`config.mk`:
```
export PLATFORM = sky130hd
export DESIGN_NAME = hex7seg_scan
export DESIGN_NICKNAME = d
export VERILOG_FILES = /design/src/rtl/hex7seg_pkg.sv /design/src/rtl/hex7seg_dec.sv /design/src/rtl/hex7seg_scan.sv
export SDC_FILE = /design/constraint.sdc
export NUM_CORES = 1
export LEC_CHECK = 0
export BUFFER_PORTS_ARGS = -buffer_cell sky130_fd_sc_hd__buf_2
export CORE_ASPECT_RATIO = 0.6
export CORE_MARGIN = 2
export CORE_UTILIZATION = 57
export DETAILED_ROUTE_END_ITERATION = 10
export PLACE_DENSITY = 0.79
export SYNTH_ARGS = -nofsm -noshare
export SYNTH_HDL_FRONTEND = slang
export SYNTH_SLANG_ARGS = --single-unit
```
`constraint.sdc`:
```
create_clock -name clk -period 2.64 [get_ports clk]
set_input_delay 0.264 -clock clk [delete_from_list [all_inputs] [get_ports clk]]
set_output_delay 0.264 -clock clk [all_outputs]
set_load 0.01 [all_outputs]
```
`src/rtl/hex7seg_pkg.sv`:
```
// rtl/hex7seg_pkg.sv - segment glyph table and nibble decode helper for hex7seg_scan
package hex7seg_pkg;

  localparam logic [6:0] SEG_OFF = 7'b0000000;

  // bit6=a .. bit0=g, active-high
  localparam logic [6:0] SEG_GLYPH [16] = '{
    7'b1111110, 7'b0110000, 7'b1101101, 7'b1111001,
    7'b0110011, 7'b1011011, 7'b1011111, 7'b1110000,
    7'b1111111, 7'b1111011, 7'b1110111, 7'b0011111,
    7'b1001110, 7'b0111101, 7'b1001111, 7'b1000111
  };

  function automatic logic [6:0] seg_decode(input logic [3:0] nibble);
    return SEG_GLYPH[nibble];
  endfunction

endpackage

```
`src/rtl/hex7seg_dec.sv`:
```
// rtl/hex7seg_dec.sv - combinational nibble to a..g segment decoder
module hex7seg_dec
  import hex7seg_pkg::*;
(
  input  logic [3:0] nibble,
  output logic [6:0] seg
);

  assign seg = seg_decode(nibble);

endmodule

```
`src/rtl/hex7seg_scan.sv`:
```
// rtl/hex7seg_scan.sv - time-multiplexed hex display scanner with frame-latched shadow inputs
// Optional brightness PWM on the digit selects when HEX7SEG_SCAN_DIM_EN is defined.
module hex7seg_scan
  import hex7seg_pkg::*;
#(
  parameter int DIGITS = 4,
  parameter int DIV    = 100000
) (
  input  logic                  clk,
  input  logic                  clr,
  input  logic [4*DIGITS-1:0]   x,
  input  logic [DIGITS-1:0]     dp_in,
  input  logic [DIGITS-1:0]     blank,
`ifdef HEX7SEG_SCAN_DIM_EN
  input  logic [3:0]            duty,
`endif
  output logic [6:0]            a_to_g,
  output logic                  dp,
  output logic [DIGITS-1:0]     an,
  output logic                  frame_tick
);

  localparam int CW = $clog2(DIV);
  localparam int SW = (DIGITS > 1) ? $clog2(DIGITS) : 1;
  localparam logic [CW-1:0] CNT_LAST = CW'(DIV - 1);
  localparam logic [SW-1:0] SEL_LAST = SW'(DIGITS - 1);

  logic [CW-1:0]         cnt;
  logic [SW-1:0]         sel;
  logic [4*DIGITS-1:0]   shadow_x;
  logic [DIGITS-1:0]     shadow_dp;
  logic [DIGITS-1:0]     shadow_blank;
  logic                  fresh;
  logic                  slot_end;
  logic                  latch;
  logic                  gate_off;
  logic [3:0]            nib;
  logic [6:0]            seg;
  logic [DIGITS-1:0]     onehot;
  logic                  blank_sel;
  logic                  dp_sel;

  assign slot_end = (cnt == CNT_LAST);
  // fresh forces a latch on the first edge after reset so the display never shows stale data for a whole frame
  assign latch    = fresh | (slot_end && sel == SEL_LAST);

  always_comb begin
    nib       = 4'h0;
    onehot    = '0;
    blank_sel = 1'b0;
    dp_sel    = 1'b0;
    for (int i = 0; i < DIGITS; i++) begin
      if (sel == SW'(i)) begin
        nib       = shadow_x[4*i +: 4];
        onehot[i] = 1'b1;
        blank_sel = shadow_blank[i];
        dp_sel    = shadow_dp[i];
      end
    end
  end

  hex7seg_dec u_dec (
    .nibble (nib),
    .seg    (seg)
  );

`ifdef HEX7SEG_SCAN_DIM_EN
  logic [3:0] pwm;

  always_ff @(posedge clk or posedge clr) begin
    if (clr) pwm <= 4'h0;
    else     pwm <= pwm + 4'h1;
  end

  assign gate_off = (pwm > duty);
`else
  assign gate_off = 1'b0;
`endif

  always_ff @(posedge clk or posedge clr) begin
    if (clr) begin
      cnt          <= '0;
      sel          <= '0;
      fresh        <= 1'b1;
      shadow_x     <= '0;
      shadow_dp    <= '0;
      shadow_blank <= '0;
      frame_tick   <= 1'b0;
      an           <= '0;
      a_to_g       <= SEG_OFF;
      dp           <= 1'b0;
    end else begin
      cnt        <= slot_end ? '0 : cnt + 1'b1;
      fresh      <= 1'b0;
      frame_tick <= latch;
      if (slot_end) sel <= (sel == SEL_LAST) ? '0 : sel + 1'b1;
      if (latch) begin
        shadow_x     <= x;
        shadow_dp    <= dp_in;
        shadow_blank <= blank;
      end
      // dimming only gates the selects; segments stay steady through the slot
      an     <= (blank_sel || gate_off) ? '0 : onehot;
      a_to_g <= blank_sel ? SEG_OFF : seg;
      dp     <= !blank_sel && dp_sel;
    end
  end

endmodule

```
Word-level counts from Yosys, hierarchy flattened
Memory sizes are Yosys's and may differ from the RTL's.
Cells that the tools add are included.
{"block": "totals", "reg_bits": 57, "romBits": 112, "input_bits": 26, "output_inout_bits": 13, "word_cells": 46, "memories": 1}
{"block": "classes", "add_sub_neg": 2, "order_cmp": 1, "eq_ne": 4, "muxes": 22, "bitwise_logic": 2, "n_reduce_logical": 4}
{"memory": "(name not given)", "words": 16, "word_bits": 7, "read_ports": 1, "rd_clocked_by_memory_dff": 0, "write_ports": 0, "line": "hex7seg_pkg.sv:15", "rtl": "return SEG_GLYPH[nibble];"}
{"operator": "$mux 7", "n": 3}
{"operator": "$mux 4", "n": 5}
{"operator": "$add 17x1->17 const B", "n": 1}
{"operator": "$eq 17x17->1 const B", "n": 1}
{"operator": "$mux 17", "n": 1}
{"operator": "$mux 1", "n": 12}
{"operator": "$ge 5x5->1 const B", "n": 1}
{"operator": "$not 4->5", "n": 1}
{"operator": "$eq 2x2->1 const B", "n": 2}
{"operator": "$add 2x1->2 const B", "n": 1}
{"operator": "$eq 2x1->1 const B", "n": 1}
{"operator": "$logic_and 1x1->1", "n": 2}
{"operator": "$logic_not 2->1", "n": 1}
{"operator": "$mux 2", "n": 1}
{"operator": "$logic_not 1->1", "n": 1}
{"operator": "$or 1x1->1", "n": 1}

Depth between registers and ports, before layout
{"block": "depth", "ltp_word": 10, "ltp_mapped": 11, "mapped_depth_nobuf": 10}

Modules after synthesis
Synthesis repeated with hierarchy kept, for this count alone.
{"block": "hier_totals", "cells_unflattened": 241, "hier_area_um2": 2859.0}
{"module": "hex7seg_scan", "n_inst": 1, "cells_each": 208, "area_each_um2": 2571.2, "seq_area_each_um2": 1427.6}
{"module": "hex7seg_dec", "n_inst": 1, "cells_each": 33, "area_each_um2": 287.8, "seq_area_each_um2": 0.0}

Worst setup path before layout
Ideal clock, no wire load.
{"block": "synth_path", "path_type": "flip-flop to flip-flop", "start": "register sel[0]", "end": "register a_to_g[0]", "setup_time_ns": 0.104, "arrival_ns": 2.304, "required_ns": 2.536, "path_slack_ns": 0.232, "path_stages_with_launch": 9, "n_path_buf": 1, "synth_period_minus_slack_ns": 2.408, "cell_sequence": "dfrtp_1 ha_1 buf_2 or2_2 o221ai_1 inv_1 ha_1 mux2_2 a221oi_1"}
{"block": "synth_via", "elab_chain_cells": 10, "elab_cells_between_ends": 17, "cone_classes": "eq/ne: 3; mux: 11; bitwise: 1; reduce/logical: 1; memory: 1"}
{"element": "start, declared", "line": "hex7seg_scan.sv:29", "rtl": "logic [SW-1:0] sel;"}
{"element": "start signal, assigned", "line": "hex7seg_scan.sv:96", "rtl": "if (slot_end) sel <= (sel == SEL_LAST) ? '0 : sel + 1'b1;"}
{"element": "$logic_not 2->1", "line": "hex7seg_scan.sv:53", "rtl": "if (sel == SW'(i)) begin"}
{"element": "$mux 4 (4 in series)", "line": "hex7seg_scan.sv:53"}
{"element": "$not 4->5 (not written as such)", "line": "hex7seg_pkg.sv:15"}
{"element": "$mem_v2 16x7"}
{"element": "$mux 7 (not written as such) (2 in series)", "line": "hex7seg_pkg.sv:15"}
{"element": "$mux 7 (*)", "line": "hex7seg_scan.sv:104", "rtl": "a_to_g <= blank_sel ? SEG_OFF : seg;"}
{"element": "end signal, assigned", "line": "hex7seg_scan.sv:104"}
{"element": "end, declared", "line": "hex7seg_scan.sv:17", "rtl": "output logic [6:0] a_to_g,"}
Every way passes the cells marked *; elsewhere a longest branch is shown, timed or not. The select of a mux whose other input is x is not followed.
A chain may end at the register's enable or synchronous reset.

Worst setup path after layout
{"block": "layout_path", "start": "register sel[1]", "end": "register a_to_g[0]"}
The elaborated chain is that of the path after synthesis.

==> metrics.md <==
| Metric | Value |
|---|---|
| Status | `complete, no violations` |
| Gr ovfl total | `0` |
| Port Buffers | `38` |
| WS Path Type | `reg2reg` |
| Total CTS buffers | `9` |
| Register-to-Register Path Depth | `6` |
| Vias per inst | `5.28` |
| Final instance area | `3280 um^2` |
| Total Wirelength | `5.34 mm` |
| Crit path largest cell delay | `530 ps` |
| YS warnings | `0` |
| Area growth syn-to-layout | `18.8%` |
| CP endpoint kind | `register` |
| DRC | `0` |
| Crit path cell chain | `inv_1 -> ha_1 -> a211oi_1 -> a211oi_2 -> mux2_2 -> a221oi_1` |
| CP required | `2870 ps` |
| Yosys reg bits | `57` |
| Hold Path Class | `in2reg` |
| Share of cells above drive strength 1 | `34.8%` |
| Die X | `93.8 um` |
| CTS tree | `built` |
| Vias after detailed routing | `1849` |
| Synth Cell Area | `2760 um^2` |
| Crit path launch type | `register` |
| Slew margin rel. | `61.5%` |
| Fin. Hold Viols | `0` |
| Final period util | `91.2%` |
| P_leak | `1.61 nW` |
| First-pass GRT wire length | `8.80 mm` |
| Most used flip-flop cell after synthesis | `dfrtp_1` |
| Cells on Worst Hold Path | `2` |
| Clock-pin slew on the worst setup and hold paths | `70 ps` |
| Initial antenna violation count | `0` |
| EDFF count, synth | `0` |
| Max-cap violations | `0` |
| Max FO, Critical Path | `13` |
| Gpl congestion | `0.837` |
| RSZ-0062 raised after global routing | `false` |
| Sink Count | `57` |
| Arr. time, crit path | `2640 ps` |
| Max-slew violation count | `0` |
| Setup-failing EPs final | `0` |
| Post-CTS setup buffer count | `0` |
| Row count | `19` |
| FF-to-FF End | `a_to_g[0]` |
| Bufs and invs on worst path | `1` |
| Worst reg2reg setup slack | `230 ps` |
| Dpl hpwl | `3.80 mm` |
| Fin nets | `319` |
| Net count after synthesis | `265` |
| Async S/R FF share, synth | `100%` |
| Synthesized area per cell | `12.1 um^2` |
| Clock Path Buffers | `2` |
| Post-route setup TNS | `0 ps` |
| Worst R2R Start | `sel[1]` |
| CP max stage cell | `a211oi_2` |
| Worst-Skew Late Latency | `340 ps` |
| Min Tclk post-route | `2410 ps` |
| Setup Skew | `11.9 ps` |
| DIE HEIGHT | `57.9 um` |
| Initial DRC Count | `96` |
| I/O pins | `39` |
| Htree depth | `3` |
| Core ar. | `4610 um^2` |
| VDD IR-drop max | `403 uV` |
| Die ar. | `5430 um^2` |
| Pre-antenna DRT Iters | `4` |
| Max Freq | `0.415 GHz` |
| Synth unique cells | `40` |
| Hold Path End | `shadow_x[7]` |
| Initial Utilization | `59.8%` |
| N_diodes | `0` |
| Post-Place Cell Area | `3070 um^2` |
| Post-DR wirelength/cell | `15.3 um` |
| Pwr Density | `619 nW/um^2` |
| Mapped Cells | `228` |
| Register area share after synthesis | `51.8%` |
| Antenna Nets Post-Route | `0` |
| Largest net degree at the start of global routing | `26` |
| CP top delay family | `compound AO/OA/AOI/OAI gates` |
| Worst-margin pin slew | `576 ps` |
| Root buf cell | `clkbuf_8` |
| Vias in the first global route | `1759` |
| All-Layer GR Usage | `21.9%` |
| Worst Hold Launch | `x[7]` |
==> final cells by class <==
cell class,count,area [um^2]
fill,340,1340
multi-input combinational,155,1260
timing repair buffer,49,275
sequential,57,1430
clock inverter,3,40.0
tap,63,78.8
inverter,10,37.5
clock buffer,13,159
==> stage by stage <==
step,cells,hold WS [ps],power (mW),utilization [%],worst slack (ps)
after floorplan,228,413,1.14,-,232
after global placement,333,319,1.22,66.5,356
after detailed placement,333,321,1.23,66.5,259
after CTS,350,137,2.04,71.0,213
after global routing,350,142,2.11,71.0,42.8
final,350,147,2.03,71.0,232
==> worst max path at each step <==
stage / end / cells after the start / slack, ps / from
detailed placement: a_to_g[0] / 8 / 260 / sel[0]
global route: a_to_g[6] / 8 / 40 / sel[1]
finish: a_to_g[0] / 6 / 230 / sel[1]
floorplan: a_to_g[0] / 8 / 230 / sel[0]
CTS: a_to_g[0] / 6 / 210 / sel[1]
global placement: a_to_g[0] / 8 / 360 / sel[0]
==> layer usage <==
layer / vias up / part of all wire [%] / global-route usage (%)
li1: 891 / - / -
met1: 899 / 51 / 32.4
met2: 49 / 42 / 29.9
met3: 10 / 6.0 / 7.15
met4: 0 / 1.6 / 9.11
met5: - / 0 / 0
==> report_power, final <==
| part | internal, mW | leakage, nW | switching (mW) | total (mW) |
|---|---|---|---|---|
| sequential | 0.932 | 0.707 | 0.0313 | 0.964 |
| combinational | 0.132 | 0.796 | 0.117 | 0.249 |
| clock | 0.484 | 0.103 | 0.331 | 0.816 |
| total | 1.55 | 1.61 | 0.479 | 2.03 |
==> what timing repair did <==
action,CTS,global route
hold endpoints to repair,22,0
endpoints found under the setup margin,0,1
gates resized for setup,0,0
hold buffers,1,0
==> Yosys cell counts, drive strengths merged (2+ instances only) <==
cell type | n | share of area (%)
mux2 | 27 | 14
nand4 | 4 | 0.91
o221a | 2 | 0.82
or2 | 2 | 0.45
dfrtp | 56 | 51
nor2 | 13 | 1.8
and2 | 7 | 1.6
mux2i | 2 | 0.73
xor2 | 7 | 2.2
buf | 5 | 1.4
nand3 | 2 | 0.36
inv | 10 | 1.4
a211oi | 4 | 1.3
and4 | 3 | 1.0
nor3b | 2 | 0.54
xnor2 | 7 | 2.2
o221ai | 2 | 0.64
nand2b | 7 | 1.6
a21oi | 8 | 1.6
nand3b | 4 | 1.1
ha | 11 | 5.0
nor2b | 3 | 0.68
nand2 | 20 | 2.8
o21ai | 10 | 1.8
==> worst reg2reg max path, cell delays in order (launching register included) <==
cell	delay, ps
dfrtp_1	400
inv_1	120
ha_1	440
a211oi_1	180
a211oi_2	530
mux2_2	400
a221oi_1	230
==> state kept, by name (all words and copies together), names as in the netlist <==
signal and flops:
cnt 17, shadow_x 16, a_to_g 7, an 4
shadow_blank 4, shadow_dp 4, sel 2, dp 1
frame_tick 1, fresh 1
==> logic make-up after synthesis <==
logic type | after synthesis | share of synthesized area, %
and+or+nand+nor | 70 | 14.1
DFF | 57 | 51.8
AOI/OAI and AO/OA | 30 | 7.31
muxes | 29 | 14.3
buffers and inverters | 16 | 2.86
xor gates and xnor gates | 14 | 4.45
adders and majority gates | 11 | 4.99
other | 1 | 0.136
==> layout by cell type (no fill, tap or decap), types with 2 or more instances in the layout <==
master	count
a21oi_1	7
and2_1	7
nand3_1	2
clkinv_2	2
nand4_1	4
mux2_4	19
nand3b_1	4
clkbuf_8	11
clkbuf_1	2
ha_1	11
nor2b_1	3
nand2_1	19
inv_1	9
a211oi_1	3
o21ai_0	10
o221ai_1	2
dfrtp_1	56
nor3b_1	2
xor2_1	7
mux2i_1	2
and4_1	2
buf_2	38
xnor2_1	7
mux2_2	8
or2_2	2
nor2_1	13
buf_4	10
nand2b_1	7
o221a_2	2
(Power assumes the default switching activity.)
